**src/rtl/psr_cond_unit.sv**
```systemverilog
// ---------------------------------------------------------------------------
// psr_cond_unit
//
// Processor status register (PSR) placed between the ALU flags output and the
// fetch/branch control FSM. The block:
//   - holds the five ALU flags {Z,C,F,N,L} and updates them under a per-bit
//     write mask,
//   - evaluates one of 16 branch condition codes per cycle against the held
//     flags and returns a registered take/not-take decision with a one-cycle
//     valid pulse,
//   - keeps a small LIFO of saved PSR values for interrupt/call context, with
//     a sticky error flag for overflow and underflow.
//
// Optional build macro:
//   PSR_FLAG_BYPASS_EN - when defined, a condition evaluated in the same cycle
//                        as a flag write sees the merged next-state PSR (or
//                        the popped value when a pop also happens). When it is
//                        undefined, evaluation always uses the registered PSR.
//
// Parameters:
//   STACK_DEPTH - number of PSR save slots (power of two, 2..16)
//   PTR_W       - log2(STACK_DEPTH)
//
// Ports:
//   clk          in   system clock, rising edge
//   reset_n      in   asynchronous active-low reset
//   flags_in     in   [4:0] ALU flags: 4 Zero, 3 Carry, 2 Overflow, 1 Negative,
//                     0 Low
//   flag_we      in   update PSR from flags_in this cycle
//   flag_mask    in   [4:0] per-bit update enable
//   cond         in   [3:0] condition code to evaluate
//   cond_valid   in   evaluate cond this cycle
//   take         out  registered result of the last evaluation
//   take_valid   out  one-cycle pulse qualifying take
//   psr          out  [4:0] current PSR contents
//   push         in   save psr to the stack
//   pop          in   restore psr from the stack
//   depth        out  [PTR_W:0] number of occupied slots
//   stack_full   out  depth == STACK_DEPTH
//   stack_empty  out  depth == 0
//   err          out  sticky overflow/underflow error
//   err_clr      in   synchronous clear of err
// ---------------------------------------------------------------------------
module psr_cond_unit #(
  parameter int unsigned STACK_DEPTH = 4,
  parameter int unsigned PTR_W       = 2
) (
  input  logic             clk,
  input  logic             reset_n,
  input  logic [4:0]       flags_in,
  input  logic             flag_we,
  input  logic [4:0]       flag_mask,
  input  logic [3:0]       cond,
  input  logic             cond_valid,
  output logic             take,
  output logic             take_valid,
  output logic [4:0]       psr,
  input  logic             push,
  input  logic             pop,
  output logic [PTR_W:0]   depth,
  output logic             stack_full,
  output logic             stack_empty,
  output logic             err,
  input  logic             err_clr
);

  // Flag bit positions inside the PSR.
  localparam int unsigned FlagZ = 4;
  localparam int unsigned FlagC = 3;
  localparam int unsigned FlagF = 2;
  localparam int unsigned FlagN = 1;
  localparam int unsigned FlagL = 0;

  localparam logic [PTR_W:0] DepthMax  = (PTR_W + 1)'(STACK_DEPTH);
  localparam logic [PTR_W:0] DepthZero = '0;
  localparam logic [PTR_W:0] DepthOne  = (PTR_W + 1)'(1);

  typedef enum logic [3:0] {
    CondEq = 4'b0000,
    CondNe = 4'b0001,
    CondCs = 4'b0010,
    CondCc = 4'b0011,
    CondHi = 4'b0100,
    CondLs = 4'b0101,
    CondGt = 4'b0110,
    CondLe = 4'b0111,
    CondFs = 4'b1000,
    CondFc = 4'b1001,
    CondLo = 4'b1010,
    CondHs = 4'b1011,
    CondLt = 4'b1100,
    CondGe = 4'b1101,
    CondUc = 4'b1110,
    CondNv = 4'b1111
  } cond_e;

  // -------------------------------------------------------------------------
  // State
  // -------------------------------------------------------------------------
  logic [4:0]     psr_q, psr_d;
  logic           take_q, take_d;
  logic           take_valid_q, take_valid_d;
  logic [PTR_W:0] depth_q, depth_d;
  logic           err_q, err_d;

  // Save slots carry no reset: their contents are meaningless while depth is 0.
  logic [4:0]     stack_q [STACK_DEPTH];

  // -------------------------------------------------------------------------
  // Stack control
  // -------------------------------------------------------------------------
  logic             full, empty;
  logic             push_only, pop_only;
  logic             push_ok, pop_ok;
  logic             push_err, pop_err;
  logic [PTR_W-1:0] push_idx, pop_idx;

  assign full  = (depth_q == DepthMax);
  assign empty = (depth_q == DepthZero);

  // push and pop together cancel each other and never flag an error.
  assign push_only = push & ~pop;
  assign pop_only  = pop & ~push;

  assign push_ok  = push_only & ~full;
  assign pop_ok   = pop_only & ~empty;
  assign push_err = push_only & full;
  assign pop_err  = pop_only & empty;

  // push_idx is only used when not full, so dropping the top bit is safe.
  assign push_idx = PTR_W'(depth_q);
  assign pop_idx  = PTR_W'(depth_q - DepthOne);

  always_comb begin
    depth_d = depth_q;
    if (push_ok) begin
      depth_d = depth_q + DepthOne;
    end else if (pop_ok) begin
      depth_d = depth_q - DepthOne;
    end
  end

  // A new error in the same cycle as err_clr wins, so nothing is lost.
  always_comb begin
    err_d = err_q;
    if (push_err || pop_err) begin
      err_d = 1'b1;
    end else if (err_clr) begin
      err_d = 1'b0;
    end
  end

  // -------------------------------------------------------------------------
  // PSR next state
  // -------------------------------------------------------------------------
  logic [4:0] psr_merged;

  assign psr_merged = (flags_in & flag_mask) | (psr_q & ~flag_mask);

  // A lone pop owns the PSR for the cycle: it either restores a saved value or,
  // on underflow, leaves the PSR untouched. In both cases a concurrent flag
  // write is dropped. With push (alone or with pop) the flag write still lands;
  // the push itself saves the pre-write PSR.
  always_comb begin
    psr_d = psr_q;
    if (pop_only) begin
      if (pop_ok) begin
        psr_d = stack_q[pop_idx];
      end
    end else if (flag_we) begin
      psr_d = psr_merged;
    end
  end

  // -------------------------------------------------------------------------
  // Condition evaluation
  // -------------------------------------------------------------------------
  function automatic logic cond_eval(input logic [3:0] code, input logic [4:0] f);
    logic result;
    result = 1'b0;
    unique case (cond_e'(code))
      CondEq: result = f[FlagZ];
      CondNe: result = ~f[FlagZ];
      CondCs: result = f[FlagC];
      CondCc: result = ~f[FlagC];
      CondHi: result = f[FlagL];
      CondLs: result = ~f[FlagL];
      CondGt: result = f[FlagN];
      CondLe: result = ~f[FlagN];
      CondFs: result = f[FlagF];
      CondFc: result = ~f[FlagF];
      CondLo: result = ~f[FlagZ] & ~f[FlagL];
      CondHs: result = f[FlagZ] | f[FlagL];
      CondLt: result = ~f[FlagZ] & ~f[FlagN];
      CondGe: result = f[FlagZ] | f[FlagN];
      CondUc: result = 1'b1;
      CondNv: result = 1'b0;
      default: result = 1'b0;
    endcase
    return result;
  endfunction

  logic [4:0] eval_flags;

`ifdef PSR_FLAG_BYPASS_EN
  // Forward the same-cycle write; psr_d already reflects a winning pop.
  assign eval_flags = flag_we ? psr_d : psr_q;
`else
  assign eval_flags = psr_q;
`endif

  always_comb begin
    take_d       = take_q;
    take_valid_d = cond_valid;
    if (cond_valid) begin
      take_d = cond_eval(cond, eval_flags);
    end
  end

  // -------------------------------------------------------------------------
  // Registers
  // -------------------------------------------------------------------------
  always_ff @(posedge clk or negedge reset_n) begin
    if (!reset_n) begin
      psr_q        <= '0;
      take_q       <= 1'b0;
      take_valid_q <= 1'b0;
      depth_q      <= '0;
      err_q        <= 1'b0;
    end else begin
      psr_q        <= psr_d;
      take_q       <= take_d;
      take_valid_q <= take_valid_d;
      depth_q      <= depth_d;
      err_q        <= err_d;
    end
  end

  always_ff @(posedge clk) begin
    if (push_ok) begin
      stack_q[push_idx] <= psr_q;
    end
  end

  // -------------------------------------------------------------------------
  // Outputs
  // -------------------------------------------------------------------------
  assign psr         = psr_q;
  assign take        = take_q;
  assign take_valid  = take_valid_q;
  assign depth       = depth_q;
  assign stack_full  = full;
  assign stack_empty = empty;
  assign err         = err_q;

endmodule

```
**config.mk**
```make
export PLATFORM = sky130hd
export DESIGN_NAME = psr_cond_unit
export DESIGN_NICKNAME = d
export VERILOG_FILES = /design/src/rtl/psr_cond_unit.sv
export SDC_FILE = /design/constraint.sdc
export NUM_CORES = 1
export LEC_CHECK = 0
export CAP_MARGIN = 10
export CELL_PAD_IN_SITES_DETAIL_PLACEMENT = 0
export CELL_PAD_IN_SITES_GLOBAL_PLACEMENT = 1
export CORE_MARGIN = 2
export CORE_UTILIZATION = 45
export CTS_BUF_LIST = sky130_fd_sc_hd__clkbuf_2
export DETAILED_ROUTE_END_ITERATION = 6
export PLACE_DENSITY_LB_ADDON = 0.1
export SETUP_SLACK_MARGIN = 0.05
export SYNTH_ARGS = -nofsm -noshare
export SYNTH_HDL_FRONTEND = slang
export SYNTH_SLANG_ARGS = --single-unit
```
**constraint.sdc**
```tcl
create_clock -name clk -period 3.9 [get_ports clk]
set_input_delay 0.78 -clock clk [delete_from_list [all_inputs] [get_ports clk]]
set_output_delay 0.78 -clock clk [all_outputs]
set_load 0.1 [all_outputs]
```
# == After elaboration in Yosys (flattened, before gate mapping) ==
# Memories as Yosys holds them, arrays and structs flattened.
# Index checks and enable logic that the tools add are counted.
# classes
n_addsub,2
n_eq_ne,17
muxes,10
bitwise_logic,23
reduce_logical,7
# op_table
op,n
"4-bit == test, second input constant",8
"4-bit by 3-bit == test with 1-bit output, second input constant",4
1-bit one-hot mux with 16 select lines,1
5-bit two-way mux,3
5-bit AND,2
1-bit NOT,9
1-bit AND,8
"4-bit by 2-bit == test with 1-bit output, second input constant",2
3-bit two-way mux,2
2-bit nonzero test,3
5-bit NOT,1
5-bit bitwise OR,1
"4-bit by 1-bit == test with 1-bit output, second input constant",1
4-bit logical NOT,1
1-bit two-way mux,4
"3-bit by 1-bit adder with 3-bit output, second input constant",1
"3-bit == test, second input constant",1
3-bit logical NOT,1
"3-bit by 1-bit subtractor with 3-bit output, second input constant",1
"2-bit by 1-bit != test with 1-bit output, second input constant",1
1-bit bitwise OR,2
2-bit AND reduction,1
1-bit logical OR,1
# totals
register_bits,11
ramBits,20
input_bits,21
out_inout_bits,13
word_cells,65
mem_count,1
# mem_list
memory,words,word_bits,rd,rd_clocked_by_memory_dff,wr,line_no,source
stack_q,4,5,1,0,1,107,logic [4:0] stack_q [STACK_DEPTH];

# == Depth between registers and ports, before layout ==
# logic_depth
word_depth,5
mapped_depth,8
ltp_nobuf,7

# == Least setup slack after synthesis ==
# OpenSTA, ideal clock, no wires.
# synth_timing
kind,flip-flop to flip-flop
startpoint,"register depth_q[0], in the netlist depth[0]"
endpoint,"register depth_q[2], in the netlist depth[2]"
setup_ns,0.125
t_arrival_ns,2.960
required_time_ns,3.775
path_slack_ns,0.815
path_stages_with_launch,9
n_path_buf,1
period_less_slack_ns,3.085
path_cell_list,dfrtp_1 > buf_6 > inv_1 > ha_1 > ha_1 > nor3b_4 > and2_1 > a22oi_1 > o31a_1
# synth_between
elab_chain_len,4
word_cells_on_any_way,11
cone_classes,2 x add/sub; 1 x eq/ne; 2 x mux; 4 x bitwise; 2 x reduce/logical
# synth_lines
item,line_no,source
from (decl),103,"logic [PTR_W:0] depth_q, depth_d;"
from (signal assigned),234,depth_q <= depth_d;
3-bit == test (*),118,assign full = (depth_q == DepthMax);
named net stack_full,61,"output logic stack_full,"
1-bit NOT (*),125,assign push_ok = push_only & ~full;
1-bit AND (*),125,
3-bit two-way mux or 2-bit nonzero test (tied branches),-,
# Mark *: on every way through the listed nets, which the timed path passes. The rest lies on a longest branch. The select of a mux whose other input is x is not followed.
# A chain may end at the register's enable or synchronous reset.

# == Worst setup path in the final report ==
# layout_timing
startpoint,"register depth_q[0], in the netlist depth[0]"
endpoint,output port depth[0]
# layout_rtl
item,line_no,source
to (decl),60,"output logic [PTR_W:0] depth,"
# No word-level cell between the ends.

==> impl_metrics.json <==
{
  "slew_headroom_pct": 35.0,
  "avgViaCountPerCell": 5.34,
  "clk_latency_ns": 0.35,
  "endpoint_kind": "output port",
  "cts-resized-gates": 0,
  "finalCriticalPeriod_ns": 3.00,
  "pwr-share-seq_pct": 36.9,
  "wl_per_cell_um": 14.9,
  "synth_top_area_cell": "edfxtp_1",
  "antenna_left": 0,
  "synth_common_cells": "edfxtp_1 (20), o21ai_0 (13), dfrtp_1 (11)",
  "worstPathMaxFanout": 10,
  "critical_path_class": "reg2out",
  "p_total_uw": 1420,
  "async_flop_share_pct": 35.5,
  "combPwrFrac_pct": 52.8,
  "cts_tree": "done",
  "clk_path_buf_depth": 2,
  "ir_drop_uv": 543,
  "status": "complete, no violations",
  "postCtsSetupBuffers": 0,
  "min_from": "err",
  "power_switching_uw": 703,
  "die_h_um": 63.4,
  "start_kind": "flip-flop",
  "synth_adder_area_share_pct": 4.74,
  "post-place-cells": 198,
  "cpMaxStageDelayCell": "clkdlybuf4s50_1",
  "stdcell_count": 206,
  "clockPowerShare_pct": 10.3,
  "gp_congestion": 0.749,
  "crit_start": "depth[0]",
  "fin_nets": 186,
  "dr.pass1.iters": 4,
  "ys_warn_count": 0,
  "syn_to_final_growth_pct": 24.2,
  "cts-root-buf": "clkbuf_2",
  "path_clk_slew_ns": 0.15,
  "finClkSkew_ns": 0.0158,
  "final_area_um2": 1970,
  "worst_pin_slew_ns": 0.972,
  "grt_overflow": 0,
  "synth.area.top_cells": "edfxtp_1 (38%), dfrtp_1 (17%), mux4_2 (7.1%)",
  "synth_most_common_cell": "edfxtp_1",
  "cts-htree-levels": 2,
  "drv_cap": 0,
  "first_iter_violations": 57,
  "synth-simple-area-share_pct": 14.9,
  "grt_start_max_net_pins": 12,
  "synth_compound_area_share_pct": 12.4,
  "fillers": 322,
  "leakage_uw": 0.000746,
  "ys_types": 39,
  "drt_wl_total_um": 3080,
  "clkSinkCount": 31,
  "clock.fmax_ghz": 0.333,
  "io_pins": 34,
  "grt_pass1_vias": 1031,
  "syn_avg_cell_area_um2": 12.8,
  "reg2reg_from": "depth[0]",
  "max_stage_delay_ns": 1.22,
  "yosysTopAreaCellShare_pct": 37.9,
  "synth-edff-count": 20,
  "num_rows": 21,
  "p_per_area_nw_per_um2": 723,
  "synth_top_family_by_area": "simple AND/OR/NAND/NOR gates",
  "hp-class": "reg2reg",
  "worstPathCellList": "clkdlybuf4s50_1",
  "syn_inst": 124,
  "hold_viol": 0,
  "postCtsHoldBufs": 0,
  "utilization_pct": 58.5,
  "report.final.slew_viol_count": 0,
  "dr_total_vias": 1101,
  "fin_setup_tns_ns": 0,
  "seq_area_frac_synth_pct": 55.2,
  "worstPathArrival_ns": 2.22,
  "grt_use_total_pct": 16.7,
  "coreArea_um2": 3360,
  "port_buffers": 33,
  "drc": 0,
  "period_share_pct": 77.0,
  "crit_buf_inv": 1,
  "die_x_um": 63.4,
  "setup_violations": 0,
  "grt_pass1_wl_um": 5060,
  "syn_area_um2": 1590,
  "syn_nets": 151,
  "synth_xor_area_share_pct": 1.10,
  "p_sw_share_pct": 49.4,
  "antennaDiodeCount": 0,
  "drive_gt1_share_pct": 12.5,
  "p_int_uw": 721,
  "start_util_pct": 47.1,
  "dieArea_um2": 4010,
  "antenna_found_initial": 0,
  "synth_ff_type": "edfxtp_1",
  "synth_mux_area_share_pct": 7.73,
  "rsz0062_at_grt": "false",
  "cp.required_ns": 3.12,
  "synth-seq-cells": 31,
  "critPathTopFamily": "buffers and inverters",
  "hpwlAfterDp_um": 2380,
  "place_area_um2": 1930,
  "cts_buffers": 5
}
power by group through the flow:
stage	Clock, uW	Sequential, uW	Combinational (uW)
6_report	147	525	752
5_1_grt	165	544	799
4_1_cts	155	529	758
3_5_place_dp	0	537	755
3_3_place_gp	0	531	746
2_1_floorplan	0	792	309
metrics by stage:
step / worst slack (ns) / hold WS, ns
3_5_place_dp: 1.23 / 0.537
3_3_place_gp: 1.27 / 0.517
6_report: 0.899 / 0.548
5_1_grt: 0.744 / 0.619
4_1_cts: 0.831 / 0.561
2_1_floorplan: 0.815 / 0.484
cells in the final DEF, fill, tap and decap left out, types with 6 or more instances in the layout:
cell type / n
dfrtp_1: 11
edfxtp_1: 20
clkdlybuf4s50_1: 31
inv_1: 6
nor2_1: 7
ha_1: 6
o21ai_0: 13
a21oi_1: 7
clkbuf_2: 6
logic make-up (layout without fill, tap and decap cells):
| logic type | count (synthesis) | count (layout) |
|---|---|---|
| DFF | 31 | 31 |
| muxes | 6 | 6 |
| buffers and inverters | 11 | 47 |
| adders and majority gates | 6 | 6 |
| xor gates and xnor gates | 2 | 2 |
| AOI/OAI and AO/OA | 32 | 32 |
| and+or+nand+nor | 36 | 36 |
path summary, 6_finish.rpt:
check,cells past startpoint,slack [ns],endpoint
setup / recovery,1,0.90,depth[0]
hold / removal,2,0.55,err
setup reg to reg,7,1.56,depth[2]
hold reg to reg,2,0.55,err
max in group asynchronous,1,2.77,depth[0]
min in group asynchronous,1,0.76,err
cell type report:
class	count	area, um^2	area share [%]
Tap cell	46	57.6	2.92
Multi-Input combinational cell	82	648	32.9
Clock inverter	2	8.76	0.445
Clock buffer	6	30.0	1.53
Inverter	6	22.5	1.14
Sequential cell	31	876	44.5
Timing Repair Buffer	33	325	16.5
metal layers:
| metal | wire length, um | global-route usage [%] | share of wire, % |
|---|---|---|---|
| met5 | 0 | 0 | 0 |
| met4 | 21 | 4.08 | 0.68 |
| met3 | 227 | 4.46 | 7.4 |
| met2 | 1380 | 24.5 | 45 |
| met1 | 1450 | 24.9 | 47 |
(Power assumes the default switching activity.)
